--- config.mk ---
export PLATFORM = sky130hd
export DESIGN_NAME = spi_flash_reader_flat
export DESIGN_NICKNAME = d
export VERILOG_FILES = /design/src/rtl/spi_flash_reader_if.sv /design/src/rtl/spi_flash_reader.sv /design/src/flat_wrapper.sv
export SDC_FILE = /design/constraint.sdc
export NUM_CORES = 1
export LEC_CHECK = 0
export BUFFER_PORTS_ARGS = -buffer_cell sky130_fd_sc_hd__buf_4
export CELL_PAD_IN_SITES_DETAIL_PLACEMENT = 1
export CELL_PAD_IN_SITES_GLOBAL_PLACEMENT = 2
export CORE_UTILIZATION = 32
export DETAILED_ROUTE_END_ITERATION = 8
export GPL_TIMING_DRIVEN = 0
export PLACE_DENSITY = 0.79
export SYNTH_ARGS = -nofsm -noshare
export SYNTH_HDL_FRONTEND = slang
export SYNTH_SLANG_ARGS = --single-unit
--- constraint.sdc ---
create_clock -name sys_clk -period 2.4 [get_ports sys_clk]
set_input_delay 0.72 -clock sys_clk [delete_from_list [all_inputs] [get_ports sys_clk]]
set_output_delay 0.72 -clock sys_clk [all_outputs]
set_load 0.005 [all_outputs]
--- src/rtl/spi_flash_reader_if.sv ---
// spi_flash_reader_if
//   Groups the request channel and the received-byte stream of the SPI flash reader.
//   Request: req_valid/req_ready handshake carrying req_addr (24-bit byte address)
//            and req_len (byte count minus one).
//   Stream:  rd_valid/rd_ready handshake carrying rd_data (one byte) and rd_last.
//   Modports: slave  - the reader block (accepts requests, produces bytes)
//             master - the requesting/consuming side
interface spi_flash_reader_if;
    logic        req_valid;
    logic        req_ready;
    logic [23:0] req_addr;
    logic [7:0]  req_len;
    logic        rd_valid;
    logic        rd_ready;
    logic [7:0]  rd_data;
    logic        rd_last;

    modport slave (
        input  req_valid, req_addr, req_len, rd_ready,
        output req_ready, rd_valid, rd_data, rd_last
    );

    modport master (
        output req_valid, req_addr, req_len, rd_ready,
        input  req_ready, rd_valid, rd_data, rd_last
    );
endinterface

--- src/rtl/spi_flash_reader.sv ---
// spi_flash_reader
//   SPI mode-0 read initiator. Accepts one read request (address + length),
//   issues READ (0x03), or FAST_READ (0x0B) with 8 dummy clocks when the macro
//   FLASH_FAST_READ_EN is defined, and streams the returned bytes out.
// Ports:
//   sys_clk, sys_rst    clock, synchronous active-high reset
//   bus (slave)         request handshake and received-byte stream
//   busy                transaction in progress (csb low or recovery)
//   flash_csb           chip select, active-low
//   flash_clk           SPI clock, idles low, each level CLK_DIV sys_clk cycles
//   flash_io0_do/oeb    MOSI and its active-low output enable
//   flash_io1_di        MISO, sampled on the sys_clk edge that raises flash_clk
// Parameters:
//   CLK_DIV   sys_clk cycles per flash_clk half-period (1..255)
//   CSB_HIGH  minimum sys_clk cycles csb stays high between transactions (1..255)
module spi_flash_reader #(
    parameter int CLK_DIV  = 2,
    parameter int CSB_HIGH = 4
) (
    input  logic                    sys_clk,
    input  logic                    sys_rst,
    spi_flash_reader_if.slave       bus,
    output logic                    busy,
    output logic                    flash_csb,
    output logic                    flash_clk,
    output logic                    flash_io0_do,
    output logic                    flash_io0_oeb,
    input  logic                    flash_io1_di
);

`ifdef FLASH_FAST_READ_EN
    localparam logic [7:0] CMD_BYTE = 8'h0B;
`else
    localparam logic [7:0] CMD_BYTE = 8'h03;
`endif

    typedef enum logic [2:0] {
        S_IDLE,
        S_CMD,
        S_ADDR,
`ifdef FLASH_FAST_READ_EN
        S_DUMMY,
`endif
        S_DATA,
        S_STALL,
        S_RECOVER
    } state_t;

    state_t      r_state, w_state;
    logic [7:0]  r_div,   w_div;
    logic [4:0]  r_bit,   w_bit;
    logic [31:0] r_tx,    w_tx;
    logic [7:0]  r_rx,    w_rx;
    logic [8:0]  r_bytes, w_bytes;
    logic [7:0]  r_len,   w_len;
    logic        r_fin,   w_fin;
    logic [7:0]  r_rcnt,  w_rcnt;
    logic        r_csb,   w_csb;
    logic        r_clk,   w_clk;
    logic        r_io0,   w_io0;
    logic        r_oeb,   w_oeb;
    logic        r_rd_valid, w_rd_valid;
    logic [7:0]  r_rd_data,  w_rd_data;
    logic        r_rd_last,  w_rd_last;

    logic        w_req_ready;
    logic        w_div_term;
    logic [7:0]  w_rx_byte;

    assign w_req_ready = (r_state == S_IDLE) && !sys_rst;
    assign w_div_term  = (r_div == 8'(CLK_DIV - 1));
    assign w_rx_byte   = {r_rx[6:0], flash_io1_di};

    always_comb begin
        w_state    = r_state;
        w_div      = r_div;
        w_bit      = r_bit;
        w_tx       = r_tx;
        w_rx       = r_rx;
        w_bytes    = r_bytes;
        w_len      = r_len;
        w_fin      = r_fin;
        w_rcnt     = r_rcnt;
        w_csb      = r_csb;
        w_clk      = r_clk;
        w_io0      = r_io0;
        w_oeb      = r_oeb;
        w_rd_valid = r_rd_valid;
        w_rd_data  = r_rd_data;
        w_rd_last  = r_rd_last;

        // Consumer acceptance; a byte completing this same cycle overrides below.
        if (r_rd_valid && bus.rd_ready) begin
            w_rd_valid = 1'b0;
            w_rd_last  = 1'b0;
        end

        case (r_state)
            S_IDLE: begin
                if (bus.req_valid) begin
                    w_state = S_CMD;
                    w_csb   = 1'b0;
                    w_oeb   = 1'b0;
                    w_clk   = 1'b0;
                    w_io0   = CMD_BYTE[7];
                    w_tx    = {CMD_BYTE, bus.req_addr};
                    w_len   = bus.req_len;
                    w_div   = '0;
                    w_bit   = '0;
                    w_bytes = '0;
                    w_fin   = 1'b0;
                end
            end

            S_CMD, S_ADDR
`ifdef FLASH_FAST_READ_EN
            , S_DUMMY
`endif
            : begin
                if (!w_div_term) begin
                    w_div = r_div + 8'd1;
                end else begin
                    w_div = '0;
                    w_clk = ~r_clk;
                    if (r_clk) begin
                        // Falling point: present the next outgoing bit.
                        w_bit = r_bit + 5'd1;
                        w_tx  = r_tx << 1;
                        w_io0 = r_tx[30];
                        if (r_state == S_CMD && r_bit == 5'd7) begin
                            w_state = S_ADDR;
                            w_bit   = '0;
                        end else if (r_state == S_ADDR && r_bit == 5'd23) begin
`ifdef FLASH_FAST_READ_EN
                            w_state = S_DUMMY;
`else
                            w_state = S_DATA;
`endif
                            w_bit = '0;
                            w_oeb = 1'b1;
                            w_io0 = 1'b0;
                        end
`ifdef FLASH_FAST_READ_EN
                        if (r_state == S_DUMMY) begin
                            w_io0 = 1'b0;
                            if (r_bit == 5'd7) begin
                                w_state = S_DATA;
                                w_bit   = '0;
                            end
                        end
`endif
                    end
                end
            end

            S_DATA: begin
                if (!w_div_term) begin
                    w_div = r_div + 8'd1;
                end else if (!r_clk) begin
                    // Rising point. Hold clk low instead if this edge would
                    // complete a byte while the previous one is still unread.
                    if (r_bit == 5'd7 && r_rd_valid && !bus.rd_ready) begin
                        w_state = S_STALL;
                    end else begin
                        w_div = '0;
                        w_clk = 1'b1;
                        w_rx  = w_rx_byte;
                        w_bit = r_bit + 5'd1;
                        if (r_bit == 5'd7) begin
                            w_bit      = '0;
                            w_rd_valid = 1'b1;
                            w_rd_data  = w_rx_byte;
                            w_rd_last  = (r_bytes == {1'b0, r_len});
                            w_fin      = (r_bytes == {1'b0, r_len});
                            w_bytes    = r_bytes + 9'd1;
                        end
                    end
                end else begin
                    w_div = '0;
                    w_clk = 1'b0;
                    if (r_fin) begin
                        w_state = S_RECOVER;
                        w_csb   = 1'b1;
                        w_rcnt  = '0;
                    end
                end
            end

            S_STALL: begin
                // Restart the low-level count at acceptance so clocking resumes
                // CLK_DIV cycles later.
                if (bus.rd_ready) begin
                    w_state = S_DATA;
                    w_div   = '0;
                end
            end

            S_RECOVER: begin
                if (r_rcnt != 8'(CSB_HIGH - 1)) begin
                    w_rcnt = r_rcnt + 8'd1;
                end else if (!r_rd_valid || bus.rd_ready) begin
                    w_state = S_IDLE;
                end
            end

            default: w_state = S_IDLE;
        endcase
    end

    always_ff @(posedge sys_clk) begin
        if (sys_rst) begin
            r_state    <= S_IDLE;
            r_div      <= '0;
            r_bit      <= '0;
            r_tx       <= '0;
            r_rx       <= '0;
            r_bytes    <= '0;
            r_len      <= '0;
            r_fin      <= 1'b0;
            r_rcnt     <= '0;
            r_csb      <= 1'b1;
            r_clk      <= 1'b0;
            r_io0      <= 1'b0;
            r_oeb      <= 1'b1;
            r_rd_valid <= 1'b0;
            r_rd_data  <= '0;
            r_rd_last  <= 1'b0;
        end else begin
            r_state    <= w_state;
            r_div      <= w_div;
            r_bit      <= w_bit;
            r_tx       <= w_tx;
            r_rx       <= w_rx;
            r_bytes    <= w_bytes;
            r_len      <= w_len;
            r_fin      <= w_fin;
            r_rcnt     <= w_rcnt;
            r_csb      <= w_csb;
            r_clk      <= w_clk;
            r_io0      <= w_io0;
            r_oeb      <= w_oeb;
            r_rd_valid <= w_rd_valid;
            r_rd_data  <= w_rd_data;
            r_rd_last  <= w_rd_last;
        end
    end

    assign bus.req_ready  = w_req_ready;
    assign bus.rd_valid   = r_rd_valid;
    assign bus.rd_data    = r_rd_data;
    assign bus.rd_last    = r_rd_last;
    assign busy           = !w_req_ready && !sys_rst;
    assign flash_csb      = r_csb;
    assign flash_clk      = r_clk;
    assign flash_io0_do   = r_io0;
    assign flash_io0_oeb  = r_oeb;

endmodule

--- src/flat_wrapper.sv ---
// flat-port wrapper written by rule: the top's interface ports become plain ports
module spi_flash_reader_flat 
#(
    parameter int CLK_DIV  = 2,
    parameter int CSB_HIGH = 4
)
  (sys_clk, sys_rst, busy, flash_csb, flash_clk, flash_io0_do, flash_io0_oeb, flash_io1_di, bus_req_valid, bus_req_addr, bus_req_len, bus_rd_ready, bus_req_ready, bus_rd_valid, bus_rd_data, bus_rd_last);
  spi_flash_reader_if bus_i ();
  input  logic sys_clk;
  input  logic sys_rst;
  output logic busy;
  output logic flash_csb;
  output logic flash_clk;
  output logic flash_io0_do;
  output logic flash_io0_oeb;
  input  logic flash_io1_di;
  input wire logic [$bits(bus_i.req_valid)-1:0] bus_req_valid;
  input wire logic [$bits(bus_i.req_addr)-1:0] bus_req_addr;
  input wire logic [$bits(bus_i.req_len)-1:0] bus_req_len;
  input wire logic [$bits(bus_i.rd_ready)-1:0] bus_rd_ready;
  output wire logic [$bits(bus_i.req_ready)-1:0] bus_req_ready;
  output wire logic [$bits(bus_i.rd_valid)-1:0] bus_rd_valid;
  output wire logic [$bits(bus_i.rd_data)-1:0] bus_rd_data;
  output wire logic [$bits(bus_i.rd_last)-1:0] bus_rd_last;
  assign bus_i.req_valid = bus_req_valid;
  assign bus_i.req_addr = bus_req_addr;
  assign bus_i.req_len = bus_req_len;
  assign bus_i.rd_ready = bus_rd_ready;
  assign bus_req_ready = bus_i.req_ready;
  assign bus_rd_valid = bus_i.rd_valid;
  assign bus_rd_data = bus_i.rd_data;
  assign bus_rd_last = bus_i.rd_last;
  spi_flash_reader #(.CLK_DIV(CLK_DIV), .CSB_HIGH(CSB_HIGH)) u_core (.sys_clk(sys_clk), .sys_rst(sys_rst), .bus(bus_i), .busy(busy), .flash_csb(flash_csb), .flash_clk(flash_clk), .flash_io0_do(flash_io0_do), .flash_io0_oeb(flash_io0_oeb), .flash_io1_di(flash_io1_di));
endmodule
==> results.yml, run 1 <==
clocking:
  numCtsBuffers: 9
  clock_sinks: 94
  clk_latency_ps: 350
  cts_tree: "built"
  clockBufferDepth: 2
  path_clk_slew_ps: 70
  h-tree-depth: 3
  root_buffer: "clkbuf_16"
yosys:
  synth_fp_nets: 538
  synth_top_family_by_area: "simple AND/OR/NAND/NOR gates"
  avgSynthCellArea_um2: 8.847
  synth_cell_types: 59
  synthSimpleGateAreaFrac: 0.2170
  synth_ff_type: "dfxtp_1"
  netlist_area_um2: 4388
  ys_seq_area_frac: 0.4289
  synth_xor_area_frac: 0.03992
  syn-instance-count: 496
  synth_compound_area_frac: 0.1774
  synthAdderAreaFrac: 0.01426
  async_flop_share: 0
  synthMuxAreaShare: 0.09153
  ys_ff_latch: 94
  synth_edf_count: 0
  ys_warn_count: 0
worst_setup_path:
  cp_slowest_cell: "clkbuf_1"
  crit_chain: "clkbuf_1 > clkbuf_2 > nor3_1 > buf_4"
  cp_max_fo: 10
  cpLargestDelayFamily: "buffers and inverters"
  crit_path_start_kind: "register"
  crit_path_max_incr_delay_ps: 370
  cp.arrival_ps: 1580
  cp-end-kind: "primary output"
  r2r_start: "u_core.r_rcnt[1]"
  r2r_end: "u_core.r_state[1]"
  critical_path_required_ps: 1680
  crit_buf_inv: 3
  cp-startpoint: "u_core.r_state[2]"
  worst-setup-path-type: "reg2out"
  worstRegToRegCells: 6
  regToRegSetupSlack_ps: 110
sta:
  final_hold_viol_count: 0
  slew_violations: 0
  max_slew_margin: 0.5565
  setup_viol: 0
  fin_skew_ps: 8.243
  tightest_slew_ps: 665.2
  clock.fmax_mhz: 434.1
  period_needed_ps: 2304
  fin_setup_tns_ps: 0
  min_period_over_period: 0.9598
  rsz0062_at_grt: "true"
die:
  die-area_um2: 14180
  rows: 42
  start_util: 0.3300
  coreArea_um2: 13300
  die_w_um: 119.1
  num_io_pins: 53
  die_h_um: 119.1
power_and_ir_drop:
  total_power_uw: 5616
  p_leak_uw: 0.002061
  pwr-share-clk: 0.295
  netSwitchingPower_uw: 1976
  seq_power_share: 0.355
  p_comb_frac: 0.350
  internal_power_uw: 3640
  power.density_nw_per_um2: 1034
  ir_drop_mv: 0.4898
  swShare: 0.3519
min_path:
  min_from: "u_core.flash_csb"
  hold_class: "reg2reg"
  hold_depth: 1
  holdPathEnd: "u_core.flash_csb"
global_route:
  grt_first_pass_wirelength_mm: 19.57
  grt_max_degree: 17
  antenna_found_initial: 0
  first_global_vias: 3935
  overflow: 0
  globalRouteTotalUtil: 0.1732
route:
  drt_drc_violations_left: 0
  vias_per_cell: 5.175
  first_pass_iters: 4
  vias: 3824
  drtIter0Drc: 141
  totalWireLength_mm: 11.77
  postRouteAntennaNets: 0
  wl_per_cell_um: 15.92
placement:
  dp.cells: 724
  dp_hpwl_mm: 8.528
  gp_congestion: 0.7601
  post_dp_cell_area_um2: 4999
  port_buffers: 52
finish:
  antennaDiodeCount: 0
  syn_to_final_growth_pct: 23.84
  layout-drive-gt1-share: 0.1954
  finalNonFillerCells: 739
  layout.nets: 601
  fill_cells: 1547
  design_area_um2: 5434
status:
  status: "completed"
job:
  maxCapViolCount: 0
-- power groups by stage --
| stage | sequential, µW | combinational [µW] | clock, µW |
|---|---|---|---|
| 6_report | 1990 | 1970 | 1660 |
| 5_1_grt | 2030 | 2180 | 1760 |
| 4_1_cts | 1990 | 1950 | 1700 |
| 3_5_place_dp | 2020 | 1910 | 0 |
| 3_3_place_gp | 2000 | 1860 | 0 |
| 2_1_floorplan | 1970 | 1400 | 0 |
-- synth_stat cells, types with 13 or more instances --
cell | count | share of area
nand2_1 | 41 | 0.035
nand3_1 | 14 | 0.016
clkbuf_1 | 20 | 0.017
xnor2_1 | 13 | 0.026
dfxtp_1 | 94 | 0.43
a211oi_1 | 26 | 0.044
o21ai_0 | 15 | 0.017
mux2i_1 | 39 | 0.089
nor2_1 | 65 | 0.056
a21oi_1 | 35 | 0.040
-- layout make-up --
type,instances,area [µm²],share of cell area
Inverter,8,30.03,0.005526
Buffer,24,106.4,0.01957
Multi-Input combinational cell,367,2439,0.4488
Clock buffer,9,225.2,0.04145
Clock inverter,6,116.4,0.02141
Timing Repair Buffer,55,412.9,0.07598
Tap cell,176,220.2,0.04052
Sequential cell,94,1884,0.3468
-- placed cells by master (no fill, tap or decap), types with 7 or more instances in the layout --
master and count:
xor2_1 7, xnor2_1 13, or3_1 8, nor2_1 64, clkbuf_2 8, dfxtp_1 92, buf_4 55, a211oi_1 26
nor3_1 7, nand2_1 40, inv_1 8, mux2i_1 39, o21ai_0 14, a21oi_1 35, clkbuf_16 9, nand3_1 14
clkbuf_1 10
-- metrics by stage --
| stage | hold slack, ps | setup WS, ps | utilization |
|---|---|---|---|
| 3_3_place_gp | 435.6 | -432.2 | 0.3760 |
| 5_1_grt | 479.3 | -26.39 | 0.4087 |
| 4_1_cts | 457.1 | 4.302 | 0.4059 |
| 6_report | 452.1 | 96.45 | 0.4087 |
| 2_1_floorplan | 431.2 | 122.8 | - |
| 3_5_place_dp | 440.8 | -475.5 | 0.3760 |
-- how the worst max path moves through the flow --
stage                              to  slack [ps]  cells past startpoint
floorplan           u_core.r_state[1]         120                      6
global placement        bus_req_ready        -430                      5
detailed placement      bus_req_ready        -480                      5
CTS                   u_core.r_bit[3]           4                      7
global route        u_core.r_bytes[6]         -30                      7
finish                  bus_req_ready         100                      4
-- state kept, by name (all words and copies together) (netlist names) --
| name | count |
|---|---|
| u_core.r_bit | 5 |
| u_core.r_rcnt | 8 |
| u_core.r_state | 3 |
| u_core.r_fin | 1 |
| u_core.r_rx | 7 |
| u_core.r_div | 8 |
| u_core.bus.rd_valid | 1 |
| u_core.flash_io0_do | 1 |
| u_core.flash_csb | 1 |
| u_core.r_tx | 31 |
| u_core.flash_clk | 1 |
| u_core.bus.rd_data | 8 |
| u_core.r_bytes | 9 |
| u_core.r_len | 8 |
| u_core.bus.rd_last | 1 |
| u_core.flash_io0_oeb | 1 |
-- repair_timing --
item	4_1_cts	5_1_grt
gates cloned	0	0
hold buffers	0	0
pin swaps	2	2
endpoints found under the setup margin	75	57
setup buffers	3	0
resized for setup	12	19
-- routing by layer --
metal | global-route usage | vias up | share of wire
met5 | 0 | - | 0
met4 | 0.05934 | 0 | 0.012
met3 | 0.03209 | 12 | 0.028
met2 | 0.2969 | 40 | 0.48
met1 | 0.2164 | 1845 | 0.48
li1 | - | 1927 | -
-- cells by family (layout without fill, tap and decap cells) --
group,count (synthesis),count (layout)
AO/OA/AOI/OAI,114,114
XOR/XNOR,20,20
adder cells (fa/ha/maj),5,5
buffers and inverters,35,102
flip-flops,94,94
multiplexers,40,40
AND/OR/NAND/NOR,188,188
Note: power is estimated with default switching activity, not from simulation.
==> run 2, diff against run 1 <==
--- a/config.mk
+++ b/config.mk
@@ -11,7 +11,7 @@
 export CORE_UTILIZATION = 32
 export DETAILED_ROUTE_END_ITERATION = 8
 export GPL_TIMING_DRIVEN = 0
-export PLACE_DENSITY = 0.79
+export PLACE_DENSITY = 0.72
 export SYNTH_ARGS = -nofsm -noshare
 export SYNTH_HDL_FRONTEND = slang
 export SYNTH_SLANG_ARGS = --single-unit
==> run 2 against run 1 <==
Register-to-register slack got worse by 80 ps. Critical endpoint is now u_core.r_state[1]. Utilization about the same. Combinational power about the same. Sequential power about the same. Wire length increased by 4.5%. First-iteration DRC count increased by 55%. Clock power decreased by 17%. Hold slack improved by 14 ps. Final area about the same. Clock-buffer cell count increased by 2. Setup slack got worse by 62 ps.
==> results.yml, run 2 (synthesized netlist as in run 1, its figures left out) <==
sta:
  tightest_slew_ps: 707.6
  min_period_over_period: 0.9857
  max_slew_margin: 0.5282
  final_hold_viol_count: 0
  period_needed_ps: 2366
  rsz0062_at_grt: "true"
  hold_ws_ps: 466.4
  fin_ws_ps: 34.27
  fin_skew_ps: 5.581
  clock.fmax_mhz: 422.7
  slew_violations: 0
  setup_viol: 0
power_and_ir_drop:
  ir_drop_mv: 0.4721
  p_comb_frac: 0.371
  power.density_nw_per_um2: 991.0
  pwr-share-clk: 0.256
  seq_power_share: 0.373
  netSwitchingPower_uw: 1990
  swShare: 0.3693
  total_power_uw: 5390
  p_leak_uw: 0.002061
  internal_power_uw: 3400
job:
  maxCapViolCount: 0
global_route:
  globalRouteTotalUtil: 0.1810
  grt_first_pass_wirelength_mm: 20.18
  antenna_found_initial: 0
  grt_max_degree: 16
  first_global_vias: 3879
  overflow: 0
finish:
  reg_top3: "u_core.r_tx x31, u_core.r_bytes x9"
  antennaDiodeCount: 0
  largest_register: "u_core.r_tx"
  final_cell_mix: "92 x dfxtp_1, 64 x nor2_1, 61 x buf_4, 40 x nand2_1, 39 x mux2i_1"
  layout.nets: 607
  largest_register_ffs: 31
  layout-drive-gt1-share: 0.2070
  layout_commonest_cell: "dfxtp_1"
  syn_to_final_growth_pct: 23.95
die:
  die_w_um: 119.1
  die_h_um: 119.1
  coreArea_um2: 13300
  rows: 42
  start_util: 0.3300
  num_io_pins: 53
  die-area_um2: 14180
route:
  wl_met2_mm: 5.832
  vias: 3854
  drtIter0Drc: 219
  first_pass_iters: 4
  met3_length_um: 446
  postRouteAntennaNets: 0
  wl_per_cell_um: 16.48
  drt_drc_violations_left: 0
  totalWireLength_mm: 12.29
  vias_per_cell: 5.166
  wl_met1_mm: 5.886
  highest_layer: "met4"
worst_setup_path:
  cp.arrival_ps: 2600
  cp-end-kind: "register"
  r2r_start: "u_core.r_rcnt[1]"
  worst-setup-path-type: "reg2reg"
  regToRegSetupSlack_ps: 30
  crit_path_start_kind: "register"
  critical_path_required_ps: 2630
  cp_max_fo: 5
  cp-startpoint: "u_core.r_rcnt[1]"
clocking:
  root_buffer: "clkbuf_16"
  clk_latency_ps: 350
  h-tree-depth: 3
  numCtsBuffers: 9
  path_clk_slew_ps: 70
  clockBufferDepth: 2
  clock_sinks: 94
  cts_tree: "built"
min_path:
  hold_class: "reg2reg"
  min_from: "u_core.flash_csb"
placement:
  gp_congestion: 0.7803
  dp_slack_ps: -461.1
  port_buffers: 52
  dp_hpwl_mm: 8.732
status:
  status: "completed"
==> run 2: cell types whose count changed in the layout (fill, tap and decap cells not counted), sizes merged <==
cell and delta:
buf +6, bufinv -3, clkbuf +2, clkinv +2
clkinvlp +1, inv -1
==> run 2: routing by layer <==
| layer | vias up | global-route usage |
|---|---|---|
| li1 | 1936 | - |
| met1 | 1849 | 0.2369 |
| met2 | 60 | 0.2958 |
| met3 | 9 | 0.03975 |
| met4 | 0 | 0.05459 |
| met5 | - | 0 |
==> run 2: layout make-up <==
| type | count | area (µm²) |
|---|---|---|
| plain buffers | 24 | 107.6 |
| clock buffers | 11 | 252.7 |
| clock inverters | 5 | 31.28 |
| fillers | 1568 | 7856 |
| inverters | 8 | 30.03 |
| multi-input cells | 367 | 2455 |
| flip-flops and latches | 94 | 1884 |
| well taps | 176 | 220.2 |
| repair buffers | 61 | 457.9 |
==> run 2: power by group through the flow <==
stage	Sequential [µW]	Combinational, µW	Clock, µW
floorplan	1970	1400	0
global placement	2000	1890	0
detailed placement	2020	1930	0
CTS	1980	1990	1430
global route	2040	2210	1500
finish	2010	2000	1380
==> run 2: timing repair <==
action,4_1_cts,5_1_grt
hold buffers,0,0
buffers inserted,4,5
gates resized for setup,17,14
pin swaps,1,1
endpoints found under the setup margin,76,32
==> run 2: worst paths after layout <==
path,end,cells past startpoint
max reg2reg,u_core.r_state[1],7
max,u_core.r_state[1],7
min reg2reg,u_core.flash_csb,1
min,u_core.flash_csb,1
==> run 2: worst max-delay path: stages, from the launching register on <==
cell	delay [ps]
dfxtp_1	400
ha_4	170
or4b_4	480
o41ai_4	300
buf_4	190
o211ai_4	100
a211o_1	250
a311o_1	350
==> run 2: stage by stage <==
stage / utilization / instances / TNS [ps] / cell area, µm²
after global placement: 0.3760 / 724 / -13060 / 4999
after detailed placement: 0.3760 / 724 / -15290 / 4999
after global routing: 0.4091 / 746 / -136.9 / 5439
final: 0.4091 / 746 / 0 / 5439
after floorplan: - / 496 / 0 / 4388
after CTS: 0.4031 / 742 / 0 / 5359
==> run 3, diff against run 2 <==
--- a/config.mk
+++ b/config.mk
@@ -5,11 +5,11 @@
 export SDC_FILE = /design/constraint.sdc
 export NUM_CORES = 1
 export LEC_CHECK = 0
-export BUFFER_PORTS_ARGS = -buffer_cell sky130_fd_sc_hd__buf_4
 export CELL_PAD_IN_SITES_DETAIL_PLACEMENT = 1
 export CELL_PAD_IN_SITES_GLOBAL_PLACEMENT = 2
-export CORE_UTILIZATION = 32
+export CORE_UTILIZATION = 35
 export DETAILED_ROUTE_END_ITERATION = 8
+export DONT_BUFFER_PORTS = 1
 export GPL_TIMING_DRIVEN = 0
 export PLACE_DENSITY = 0.72
 export SYNTH_ARGS = -nofsm -noshare
==> run 3 against run 2 <==
Final cell count down 9.2%. Clock power increased by 3%. Clock-buffer cell count shrank 1. Critical endpoint unchanged.
==> results.yml, run 3 (synthesized netlist as in run 1, its figures left out) <==
sta:
  slew_violations: 0
  fin_skew_ps: 11.11
  rsz0062_at_grt: "false"
  clock.fmax_mhz: 434.7
  setup_viol: 0
  fin_ws_ps: 99.73
  final_hold_viol_count: 0
  tightest_slew_ps: 683.0
  period_needed_ps: 2300
  min_period_over_period: 0.9584
  max_slew_margin: 0.5447
die:
  rows: 40
  die_h_um: 114.0
  start_util: 0.3623
  coreArea_um2: 12110
  num_io_pins: 53
  die_w_um: 114.0
  die-area_um2: 12990
power_and_ir_drop:
  netSwitchingPower_uw: 1954
  swShare: 0.3673
  p_leak_uw: 0.001778
  power.density_nw_per_um2: 1068
  pwr-share-clk: 0.267
  internal_power_uw: 3365
  p_comb_frac: 0.353
  ir_drop_mv: 0.4268
  seq_power_share: 0.380
placement:
  gp_congestion: 0.7730
  port_buffers: 0
  dp.cells: 664
  dp_slack_ps: -285.8
  post_dp_cell_area_um2: 4598
  dp_hpwl_mm: 8.434
worst_setup_path:
  critical_path_required_ps: 2640
  crit_buf_inv: 0
  cp.arrival_ps: 2540
  worst-setup-path-type: "reg2reg"
  crit_path_max_incr_delay_ps: 470
  crit_chain: "ha_2 > or4b_4 > o41ai_4 > o211ai_4 > a211o_1 > a311o_1"
  cpLargestDelayFamily: "compound AO/OA/AOI/OAI gates"
  cp_max_fo: 5
  cp-end-kind: "register"
  cp_slowest_cell: "or4b_4"
  crit_path_start_kind: "register"
global_route:
  overflow: 0
  globalRouteTotalUtil: 0.1956
  first_global_vias: 3795
  grt_first_pass_wirelength_mm: 19.76
  antenna_found_initial: 0
  grt_max_degree: 15
finish:
  design_area_um2: 4982
  largest_register: "u_core.r_tx"
  final_cell_mix: "92 x dfxtp_1, 64 x nor2_1, 40 x nand2_1, 39 x mux2i_1, 34 x a21oi_1"
  largest_register_ffs: 31
  antennaDiodeCount: 0
  layout-drive-gt1-share: 0.1120
  fin_util: 0.4114
  layout.nets: 549
  syn_to_final_growth_pct: 13.54
  fill_cells: 1430
  reg_top3: "u_core.r_tx x31, u_core.r_bytes x9"
  finalNonFillerCells: 677
  layout_commonest_cell: "dfxtp_1"
route:
  drt_drc_violations_left: 0
  wl_per_cell_um: 17.76
  totalWireLength_mm: 12.02
  drtIter0Drc: 192
  first_pass_iters: 4
  postRouteAntennaNets: 0
  vias_per_cell: 5.419
  vias: 3669
min_path:
  hold_class: "reg2reg"
clocking:
  path_clk_slew_ps: 70
  postCtsHoldBufs: 0
  clockBufferDepth: 2
  clk_latency_ps: 350
  numCtsBuffers: 9
  cts_tree: "built"
  root_buffer: "clkbuf_16"
  clock_sinks: 94
  h-tree-depth: 3
status:
  status: "completed"
job:
  maxCapViolCount: 0
## run 3: cell types whose count changed in the layout (fill, tap and decap cells not counted), sizes merged
| cell | previous run | this run |
|---|---|---|
| clkinv | 3 | 2 |
| bufinv | 0 | 1 |
| inv | 9 | 8 |
| clkinvlp | 1 | 0 |
| clkbuf | 29 | 28 |
| buf | 67 | 9 |
## run 3: power by group through the flow
stage	clock network (µW)	registers, µW	logic (µW)
detailed placement	0	2020	1830
floorplan	0	1970	1400
global route	1540	2060	2090
global placement	0	2010	1780
finish	1420	2020	1880
CTS	1470	1980	1900
## run 3: per-layer routing
metal	vias up	wire (µm)	global-route usage
li1	1813	-	-
met3	11	427	0.03507
met1	1781	5839	0.2568
met4	0	129	0.07706
met5	-	0	0
met2	64	5627	0.3184
## run 3: final cells by class
class	instances	area (µm²)	area share
multi-input combinational	367	2442	0.4902
sequential	94	1884	0.3782
clock buffer	10	239.0	0.04797
tap	168	210.2	0.04219
buffer	24	106.4	0.02135
clock inverter	3	47.55	0.009543
inverter	8	30.03	0.006027
timing repair buffer	3	22.52	0.004520
## run 3: worst paths after layout
check / slack (ps) / from / depth (start not counted) / endpoint
min: 470 / u_core.r_tx[0] / 2 / u_core.r_tx[0]
max reg2reg: 100 / u_core.r_rcnt[1] / 6 / u_core.r_state[1]
max: 100 / u_core.r_rcnt[1] / 6 / u_core.r_state[1]
min reg2reg: 470 / u_core.r_tx[0] / 2 / u_core.r_tx[0]
## run 3: worst min-delay path, cell delays in order (launching register included)
cell and delay (ps):
dfxtp_1 310, nand2_1 60, a21oi_1 50
## run 3: timing repair
action                                  4_1_cts  5_1_grt
resized for setup                            19       11
endpoints found under the setup margin       71       43
setup buffers                                 2        1
cloned                                        0        0
pin swaps                                     1        4
## run 3: stage by stage
stage               TNS, ps  hold WS [ps]  power (µW)
global placement     -10090         445.0        3786
CTS                       0         472.3        5356
floorplan                 0         431.2        3376
detailed placement   -11470         463.5        3848
finish                    0         468.8        5319
global route              0         500.6        5687
